--- config.mk ---
export PLATFORM = sky130hd
export DESIGN_NAME = tape_fifo_uart_tx
export DESIGN_NICKNAME = d
export VERILOG_FILES = /design/src/rtl/tape_fifo_uart_tx_pkg.sv /design/src/rtl/tape_fifo_uart_tx_uart_bit_timer.sv /design/src/rtl/tape_fifo_uart_tx.sv
export SDC_FILE = /design/constraint.sdc
export NUM_CORES = 1
export LEC_CHECK = 0
export CORE_MARGIN = 4
export CORE_UTILIZATION = 40
export CTS_BUF_LIST = sky130_fd_sc_hd__clkbuf_16
export CTS_CLUSTER_SIZE = 16
export DETAILED_ROUTE_END_ITERATION = 8
export SYNTH_ARGS = -nofsm -noshare
export SYNTH_HDL_FRONTEND = slang
export SYNTH_SLANG_ARGS = --single-unit
--- constraint.sdc ---
create_clock -name i_clock -period 2.4 [get_ports i_clock]
set_input_delay 0.48 -clock i_clock [delete_from_list [all_inputs] [get_ports i_clock]]
set_output_delay 0.48 -clock i_clock [all_outputs]
set_load 0.02 [all_outputs]
--- src/rtl/tape_fifo_uart_tx_pkg.sv ---
// Shared definitions for the FIFO_out -> host UART transmitter: FSM encoding,
// default clock/baud figures and the idle line level.
package tape_fifo_uart_tx_pkg;

  localparam int unsigned DEFAULT_CLOCK_HZ = 56_840_000;
  localparam int unsigned DEFAULT_BAUD     = 115_200;
  localparam int unsigned MIN_CLKS_PER_BIT = 4;
  localparam logic        UART_IDLE_LEVEL  = 1'b1;

  typedef enum logic [2:0] {
    ST_IDLE  = 3'd0,
    ST_FETCH = 3'd1,
    ST_LATCH = 3'd2,
    ST_START = 3'd3,
    ST_DATA  = 3'd4,
    ST_STOP  = 3'd5
  } tx_state_e;

  function automatic int unsigned clamp_cpb(input int unsigned cpb);
    return (cpb < MIN_CLKS_PER_BIT) ? MIN_CLKS_PER_BIT : cpb;
  endfunction

endpackage

--- src/rtl/tape_fifo_uart_tx_uart_bit_timer.sv ---
// Loadable bit-period down-counter; o_bit_done is high while the count sits at zero.
module uart_bit_timer #(
  parameter int unsigned CLKS_PER_BIT = 4
) (
  input  logic i_clock,
  input  logic i_reset,
  input  logic i_load,
  output logic o_bit_done
);

  localparam int unsigned    CW     = (CLKS_PER_BIT > 2) ? $clog2(CLKS_PER_BIT) : 1;
  localparam logic [CW-1:0]  RELOAD = CW'(CLKS_PER_BIT - 1);

  logic [CW-1:0] count_q, count_d;

  // Saturates at zero so an idle timer never wraps back into a bit period.
  always_comb begin
    count_d = count_q;
    if (i_load) begin
      count_d = RELOAD;
    end else if (count_q != '0) begin
      count_d = count_q - CW'(1);
    end
  end

  always_ff @(posedge i_clock) begin
    if (i_reset) begin
      count_q <= '0;
    end else begin
      count_q <= count_d;
    end
  end

  assign o_bit_done = (count_q == '0);

endmodule

--- src/rtl/tape_fifo_uart_tx.sv ---
// Drains FIFO_out as 8N1 UART frames to the host and flags writes into a full FIFO.
// Optional host flow control gate: define TAPE_TX_CTS_EN to add i_cts_n.
module tape_fifo_uart_tx
  import tape_fifo_uart_tx_pkg::*;
#(
  parameter int unsigned CLOCK_HZ     = DEFAULT_CLOCK_HZ,
  parameter int unsigned BAUD         = DEFAULT_BAUD,
  parameter int unsigned CLKS_PER_BIT = CLOCK_HZ / BAUD
) (
  input  logic        i_clock,
  input  logic        i_reset,
  input  logic        i_fifo_empty,
  input  logic [7:0]  i_fifo_data,
  output logic        o_fifo_read_req,
  input  logic        i_fifo_full,
  input  logic        i_fifo_write_req,
  output logic        o_serial_tx,
  output logic        o_busy,
  output logic        o_overflow,
  output logic [15:0] o_bytes_sent
`ifdef TAPE_TX_CTS_EN
  ,
  input  logic        i_cts_n
`endif
);

  localparam int unsigned CPB = clamp_cpb(CLKS_PER_BIT);

  tx_state_e   state_q, state_d;
  logic [7:0]  shift_q, shift_d;
  logic [2:0]  bit_idx_q, bit_idx_d;
  logic        tx_q, tx_d;
  logic        overflow_q, overflow_d;
  logic [15:0] bytes_sent_q, bytes_sent_d;
  logic        timer_load;
  logic        bit_done;
  logic        cts_open;

`ifdef TAPE_TX_CTS_EN
  logic cts_meta_q, cts_sync_q;

  // Reset to "not clear" so nothing is fetched until the host is seen ready.
  always_ff @(posedge i_clock) begin
    if (i_reset) begin
      cts_meta_q <= 1'b1;
      cts_sync_q <= 1'b1;
    end else begin
      cts_meta_q <= i_cts_n;
      cts_sync_q <= cts_meta_q;
    end
  end

  assign cts_open = ~cts_sync_q;
`else
  assign cts_open = 1'b1;
`endif

  uart_bit_timer #(
    .CLKS_PER_BIT (CPB)
  ) u_bit_timer (
    .i_clock    (i_clock),
    .i_reset    (i_reset),
    .i_load     (timer_load),
    .o_bit_done (bit_done)
  );

  always_ff @(posedge i_clock) begin
    if (i_reset) begin
      state_q <= ST_IDLE;
    end else begin
      state_q <= state_d;
    end
  end

  // The CTS gate is only consulted in IDLE, so a started frame always completes.
  always_comb begin
    state_d = state_q;
    unique case (state_q)
      ST_IDLE:  if (!i_fifo_empty && cts_open) state_d = ST_FETCH;
      ST_FETCH: state_d = ST_LATCH;
      ST_LATCH: state_d = ST_START;
      ST_START: if (bit_done) state_d = ST_DATA;
      ST_DATA:  if (bit_done && (bit_idx_q == 3'd7)) state_d = ST_STOP;
      ST_STOP:  if (bit_done) state_d = ST_IDLE;
      default:  state_d = ST_IDLE;
    endcase
  end

  always_comb begin
    o_fifo_read_req = (state_q == ST_FETCH);
    o_busy          = (state_q != ST_IDLE);
  end

  // The line level is registered one edge ahead of each bit so it changes
  // on the same edge the timer is reloaded.
  always_comb begin
    shift_d      = shift_q;
    bit_idx_d    = bit_idx_q;
    tx_d         = tx_q;
    bytes_sent_d = bytes_sent_q;
    timer_load   = 1'b0;
    overflow_d   = overflow_q | (i_fifo_full & i_fifo_write_req);
    unique case (state_q)
      ST_IDLE, ST_FETCH: tx_d = UART_IDLE_LEVEL;
      ST_LATCH: begin
        shift_d    = i_fifo_data;
        tx_d       = ~UART_IDLE_LEVEL;
        timer_load = 1'b1;
      end
      ST_START: begin
        if (bit_done) begin
          tx_d       = shift_q[0];
          bit_idx_d  = '0;
          timer_load = 1'b1;
        end
      end
      ST_DATA: begin
        if (bit_done) begin
          timer_load = 1'b1;
          if (bit_idx_q == 3'd7) begin
            tx_d = UART_IDLE_LEVEL;
          end else begin
            shift_d   = shift_q >> 1;
            tx_d      = shift_q[1];
            bit_idx_d = bit_idx_q + 3'd1;
          end
        end
      end
      ST_STOP: begin
        if (bit_done) begin
          bytes_sent_d = bytes_sent_q + 16'd1;
        end
      end
      default: tx_d = UART_IDLE_LEVEL;
    endcase
  end

  always_ff @(posedge i_clock) begin
    if (i_reset) begin
      shift_q      <= '0;
      bit_idx_q    <= '0;
      tx_q         <= UART_IDLE_LEVEL;
      overflow_q   <= 1'b0;
      bytes_sent_q <= '0;
    end else begin
      shift_q      <= shift_d;
      bit_idx_q    <= bit_idx_d;
      tx_q         <= tx_d;
      overflow_q   <= overflow_d;
      bytes_sent_q <= bytes_sent_d;
    end
  end

  assign o_serial_tx  = tx_q;
  assign o_overflow   = overflow_q;
  assign o_bytes_sent = bytes_sent_q;

endmodule

# Word-level counts from Yosys, hierarchy flattened
# Index checks and enable logic that the tools add are counted.
dict set report op_classes {
  reduce_logical 15
  bitwise 3
  add_sub_neg 3
  n_eq_ne 12
  mux 19
}
# op count
set ops {}
lappend ops {{3-bit two-way mux} 6}
lappend ops {{9-bit two-way mux} 2}
lappend ops {{3-bit one-hot mux with 6 select lines} 1}
lappend ops {{16-bit by 1-bit adder with 16-bit output, second input constant} 1}
lappend ops {{8-bit two-way mux} 2}
lappend ops {{8-bit one-hot mux with 2 select lines} 1}
lappend ops {{2-bit != test, second input constant} 6}
lappend ops {{3-bit == test, second input constant} 3}
lappend ops {{9-bit zero test} 1}
lappend ops {{9-bit nonzero test} 1}
lappend ops {{9-bit by 1-bit subtractor with 9-bit output, second input constant} 1}
lappend ops {{4-bit AND reduction} 2}
lappend ops {{3-bit by 2-bit == test with 1-bit output, second input constant} 2}
lappend ops {{3-bit one-hot mux with 2 select lines} 1}
lappend ops {{3-bit AND reduction} 2}
lappend ops {{2-bit nonzero test} 3}
lappend ops {{1-bit two-way mux} 4}
lappend ops {{1-bit one-hot mux with 4 select lines} 1}
lappend ops {{2-bit OR reduction} 2}
lappend ops {{3-bit by 1-bit adder with 3-bit output, second input constant} 1}
lappend ops {{3-bit by 1-bit == test with 1-bit output, second input constant} 1}
lappend ops {{3-bit zero test} 1}
lappend ops {{3-bit nonzero test} 1}
lappend ops {{1-bit one-hot mux with 2 select lines} 1}
lappend ops {{other kinds (5)} 5}
dict set report totals {
  regBits 41
  in_bits 13
  wordCells 60
  output_inout_bits 20
}

# Longest topological paths before layout
dict set report logic_depth {
  depth_word 4
  depth_mapped 8
  ltp_nobuf 6
}

# Hierarchy
# From an unflattened synthesis, not the netlist that was laid out.
dict set report hier_totals {
  hier_cells 236
  area_unflattened_um2 2100.8
}
# mod cells_each seq_area_each_um2 instances area_per_inst_um2
set by_module_without_submodules {}
lappend by_module_without_submodules {tape_fifo_uart_tx 181 640.6 1 1639.1}
lappend by_module_without_submodules {uart_bit_timer 55 180.2 1 461.7}

# Worst setup path after synthesis
# OpenSTA, ideal clock, no wires.
dict set report synth_path {
  kind {flip-flop to flip-flop}
  startpoint {reg u_bit_timer.count_q[0]}
  endpoint {reg shift_q[4]}
  path_stages_with_launch 8
  slack_ns 0.466
  arrival_time_ns 1.846
  required_time_ns 2.312
  setup_time_ns 0.088
  path_buffers 1
  synth_period_minus_slack_ns 1.934
  path_cell_list {dfxtp_1 > inv_1 > ha_1 > or3b_2 > o31ai_4 > buf_6 > a21oi_1 > a311oi_2}
}
dict set report synth_via {
  elab_chain_cells 3
}
# element line_no
set synth_lines {}
lappend synth_lines {{from (decl)} tape_fifo_uart_tx_uart_bit_timer.sv:14} ;# logic [CW-1:0] count_q, count_d;
lappend synth_lines {{from (signal assigned)} tape_fifo_uart_tx_uart_bit_timer.sv:30} ;# count_q <= count_d;
lappend synth_lines {{9-bit zero test} tape_fifo_uart_tx_uart_bit_timer.sv:34} ;# assign o_bit_done = (count_q == '0);
lappend synth_lines {{2-bit != test (no line)} -}
lappend synth_lines {{3-bit AND reduction (no line)} -}
lappend synth_lines {{to (signal assigned)} tape_fifo_uart_tx.sv:146} ;# shift_q <= shift_d;
lappend synth_lines {{to (decl)} tape_fifo_uart_tx.sv:30} ;# logic [7:0] shift_q, shift_d;
# No other way between the ends.
# A chain may end at the register's enable or synchronous reset.

# Worst setup path after layout
dict set report layout_path {
  startpoint {reg u_bit_timer.count_q[0]}
  endpoint {reg bytes_sent_q[14] (netlist: o_bytes_sent[14])}
}
dict set report layout_via {
  elab_chain_cells 2
}
# element line_no
set layout_lines {}
lappend layout_lines {{9-bit zero test} tape_fifo_uart_tx_uart_bit_timer.sv:34}
lappend layout_lines {{2-bit AND reduction (no line)} -}
lappend layout_lines {{to (signal assigned)} tape_fifo_uart_tx.sv:150} ;# bytes_sent_q <= bytes_sent_d;
lappend layout_lines {{to (decl)} tape_fifo_uart_tx.sv:34} ;# logic [15:0] bytes_sent_q, bytes_sent_d;
# No other way between the ends.

==> flow_summary_export.csv <==
group,metric,value,unit
pwr,power_frac_comb,35.2,%
placement,placement.io_buffers,32,
global_routing,track_usage,16.0,%
detailed_routing,detailroute.via_count,1951,
synthesis,synth.mux.area_fraction,6.00,%
sta,relSlewSlack,64.7,%
synthesis,synth_xor_xnor_area_share,0.792,%
synthesis,synth.yosys.warnings,0,
cells_and_area,final_util,52.8,%
global_routing,grt_overflow_total,0,
pwr,peakVddDrop,0.000479,V
synthesis,synth_top_family_by_area,"simple AND/OR/NAND/NOR gates",
synthesis,synth_cell_type_count,55,
synthesis,yosys.area_share.adder,2.26,%
floorplan,core.rowCount,26,
worst_setup_path,endpoint_kind,"register",
sta,grt_setup_unrepaired,"no",
worst_hold_path,worstHoldPathType,"reg2reg",
synthesis,synth.avg_cell_area,9.02,sq um
clock_tree,clock_pin_slew_worst_setup_and_hold_paths,0.06,ns
detailed_routing,route.detailed.wl_per_inst,14.5,um
global_routing,vias_in_the_first_global_route,1807,
clock_tree,cts.sinks,41,
run_status,outcome,"completed",
floorplan,die_footprint,6780,sq um
placement,place_hpwl,3.47,mm
synthesis,ys_async_sr_fraction,0,%
clock_tree,cts_tree,"built",
detailed_routing,drtAntennaViolNets,0,
clock_tree,ctsRootBufferMaster,"clkbuf_16",
sta,worst_clk_skew,0.00589,ns
sta,fin_ws,0.206,ns
placement,dpl-instance-area,2600,sq um
global_routing,antenna_found_initial,0,
clock_tree,cts_made_buffers,5,
flow_run,maxCapViolCount,0,
pwr,cellLeakagePower,1.02,nW
synthesis,synth_seq_cells,41,
sta,final_count_of_pins_violating_max_slew,0,
pwr,net_load_switching_power,0.000877,W
pwr,power.share.clock,29.1,%
clock_tree,htree_levels,2,
floorplan,ioPinCount,33,
sta,period_share,91.4,%
pwr,intPower,0.00167,W
synthesis,synth_flop_cell,"dfxtp_1",
sta,report.final.setup_viol,0,
cells_and_area,num-nets-final,295,
clock_tree,post_cts_resized,0,
detailed_routing,drt_pre_antenna_iters,4,
detailed_routing,wl,5.07,mm
pwr,power.density_cell_area,921,nW/um^2
worst_setup_path,setup.worst_path.start_class,"register",
synthesis,post_synth_instance_area,2210,sq um
clock_tree,post_cts_hold_buffer_count,0,
synthesis,synth-edff-count,0,
global_routing,grt_pass1_wl,8.52,mm
synthesis,synthSimpleGateAreaFrac,24.4,%
synthesis,netlist_instances,245,
floorplan,start_util,42.2,%
clock_tree,clock_latency,0.28,ns
sta,transition_at_the_pin_with_the_smallest_max_transition_slack,0.529,ns
clock_tree,cts_max_path_buffers,2,
sta,final-hold-violation-count,0,
sta,final.min_clock_period,2.19,ns
cells_and_area,antennaDiodeCount,0,
floorplan,floorplan.core_area,5240,sq um
cells_and_area,layout.cell_area.non_filler,2770,sq um
cells_and_area,share_of_layout_cells_above_drive_strength_1,13.3,%
detailed_routing,drt_iter0_drc,122,
placement,globalplace.congestion,0.794,
worst_setup_path,arrival,2.40,ns
pwr,seqPwrFrac,35.7,%
synthesis,syn_nets,262,
cells_and_area,area_growth_syn_to_layout,25.1,%
floorplan,fp.dieW,82.3,um
detailed_routing,avgViaCountPerCell,5.59,
synthesis,yosysSeqAreaShare,37.1,%
synthesis,post_synthesis_compound_gate_area_fraction,23.9,%
worst_setup_path,setup.worst_path.class,"reg2reg",
placement,detailedPlace.worstSlack,0.236,ns
global_routing,grt_max_degree,32,
floorplan,fp.dieH,82.3,um
worst_setup_path,timing.critical_path.fanout_max,12,
pwr,switching_share,34.5,%
worst_setup_path,timing.critical_path.required,2.61,ns
detailed_routing,remaining_drc_errors,0,
sta,max_freq,456,MHz
clock_tree,post_cts.repair.setup_buffers,0,
sta,fin_setup_tns,0,ns
[cells in the final DEF (no fill, tap or decap), types with 6 or more instances in the layout]
cell type	Yosys	layout
or3_1	10	10
o31ai_1	10	10
buf_4	0	11
o21ai_0	8	8
nand3_1	8	8
inv_1	6	7
nand2_1	12	12
mux2i_1	11	11
nor2_1	13	13
dfxtp_1	41	41
nand4_1	6	6
a21oi_1	31	31
clkdlybuf4s50_1	0	32
[metal layers]
layer	share of wire, %	track usage (%)
met5	0	0
met4	1.3	5.81
met3	3.4	3.36
met2	44	24.1
met1	52	22.4
[registers in the layout, summed over array words and instances, names as in the netlist]
| signal | flops |
|---|---|
| o_serial_tx | 1 |
| state_q | 3 |
| o_bytes_sent | 16 |
| o_overflow | 1 |
| u_bit_timer.count_q | 9 |
| shift_q | 8 |
| bit_idx_q | 3 |
[final timing paths]
kind	start	endpoint	slack, ns	depth (start not counted)
worst max-delay path	u_bit_timer.count_q[0]	o_bytes_sent[14]	0.21	6
worst min-delay path	bit_idx_q[1]	bit_idx_q[1]	0.47	2
worst max register to register	u_bit_timer.count_q[0]	o_bytes_sent[14]	0.21	6
worst min register to register	bit_idx_q[1]	bit_idx_q[1]	0.47	2
[cell usage after synthesis (5+ instances only)]
cell type  count  area share, %
a21oi_1       31            7.0
inv_1          6            1.0
nand3_1        8            1.8
nor2_1        13            2.2
clkbuf_1      10            1.7
a31oi_1        5            1.4
or4_1          5            1.7
nand2_1       12            2.0
o31ai_1       10            3.4
o21ai_0        8            1.8
dfxtp_1       41             37
mux2i_1       11            5.0
or3_1         10            2.8
nand4_1        6            1.7
[critical path: stages (launching register included)]
cell	delay, ns
dfxtp_1	0.32
inv_1	0.09
ha_1	0.29
nor3b_1	0.29
nand4_1	0.39
or4_1	0.61
a21oi_1	0.15
[cell families after synthesis]
logic type | Yosys count
simple gates | 86
flops | 41
fa+ha+maj | 4
mux | 13
xor+xnor | 2
compound gates | 76
buf+inv | 23
[per-stage QoR]
stage          hold WS (ns)  power (W)  std cells
3_5_place_dp          0.451    0.00180        341
4_1_cts               0.468    0.00256        349
3_3_place_gp          0.448    0.00181        341
2_1_floorplan         0.436    0.00159        245
6_report              0.466    0.00255        349
5_1_grt               0.479    0.00271        349
[area by class of cell]
| class | count | area, sq um |
|---|---|---|
| clock buffers | 5 | 125 |
| clock inverters | 3 | 37.5 |
| fillers | 489 | 2470 |
| inverters | 6 | 22.5 |
| multi-input cells | 181 | 1270 |
| flip-flops and latches | 41 | 821 |
| well taps | 70 | 87.6 |
| repair buffers | 43 | 403 |
[power by group through the flow]
stage	registers, W	logic, W	clock network [W]
final	0.000909	0.000896	0.000742
after global routing	0.000929	0.000992	0.000788
after CTS	0.000907	0.000894	0.000760
after detailed placement	0.000920	0.000879	0
after global placement	0.000921	0.000885	0
after floorplan	0.000884	0.000709	0
Note: power is estimated with default switching activity, not from simulation.
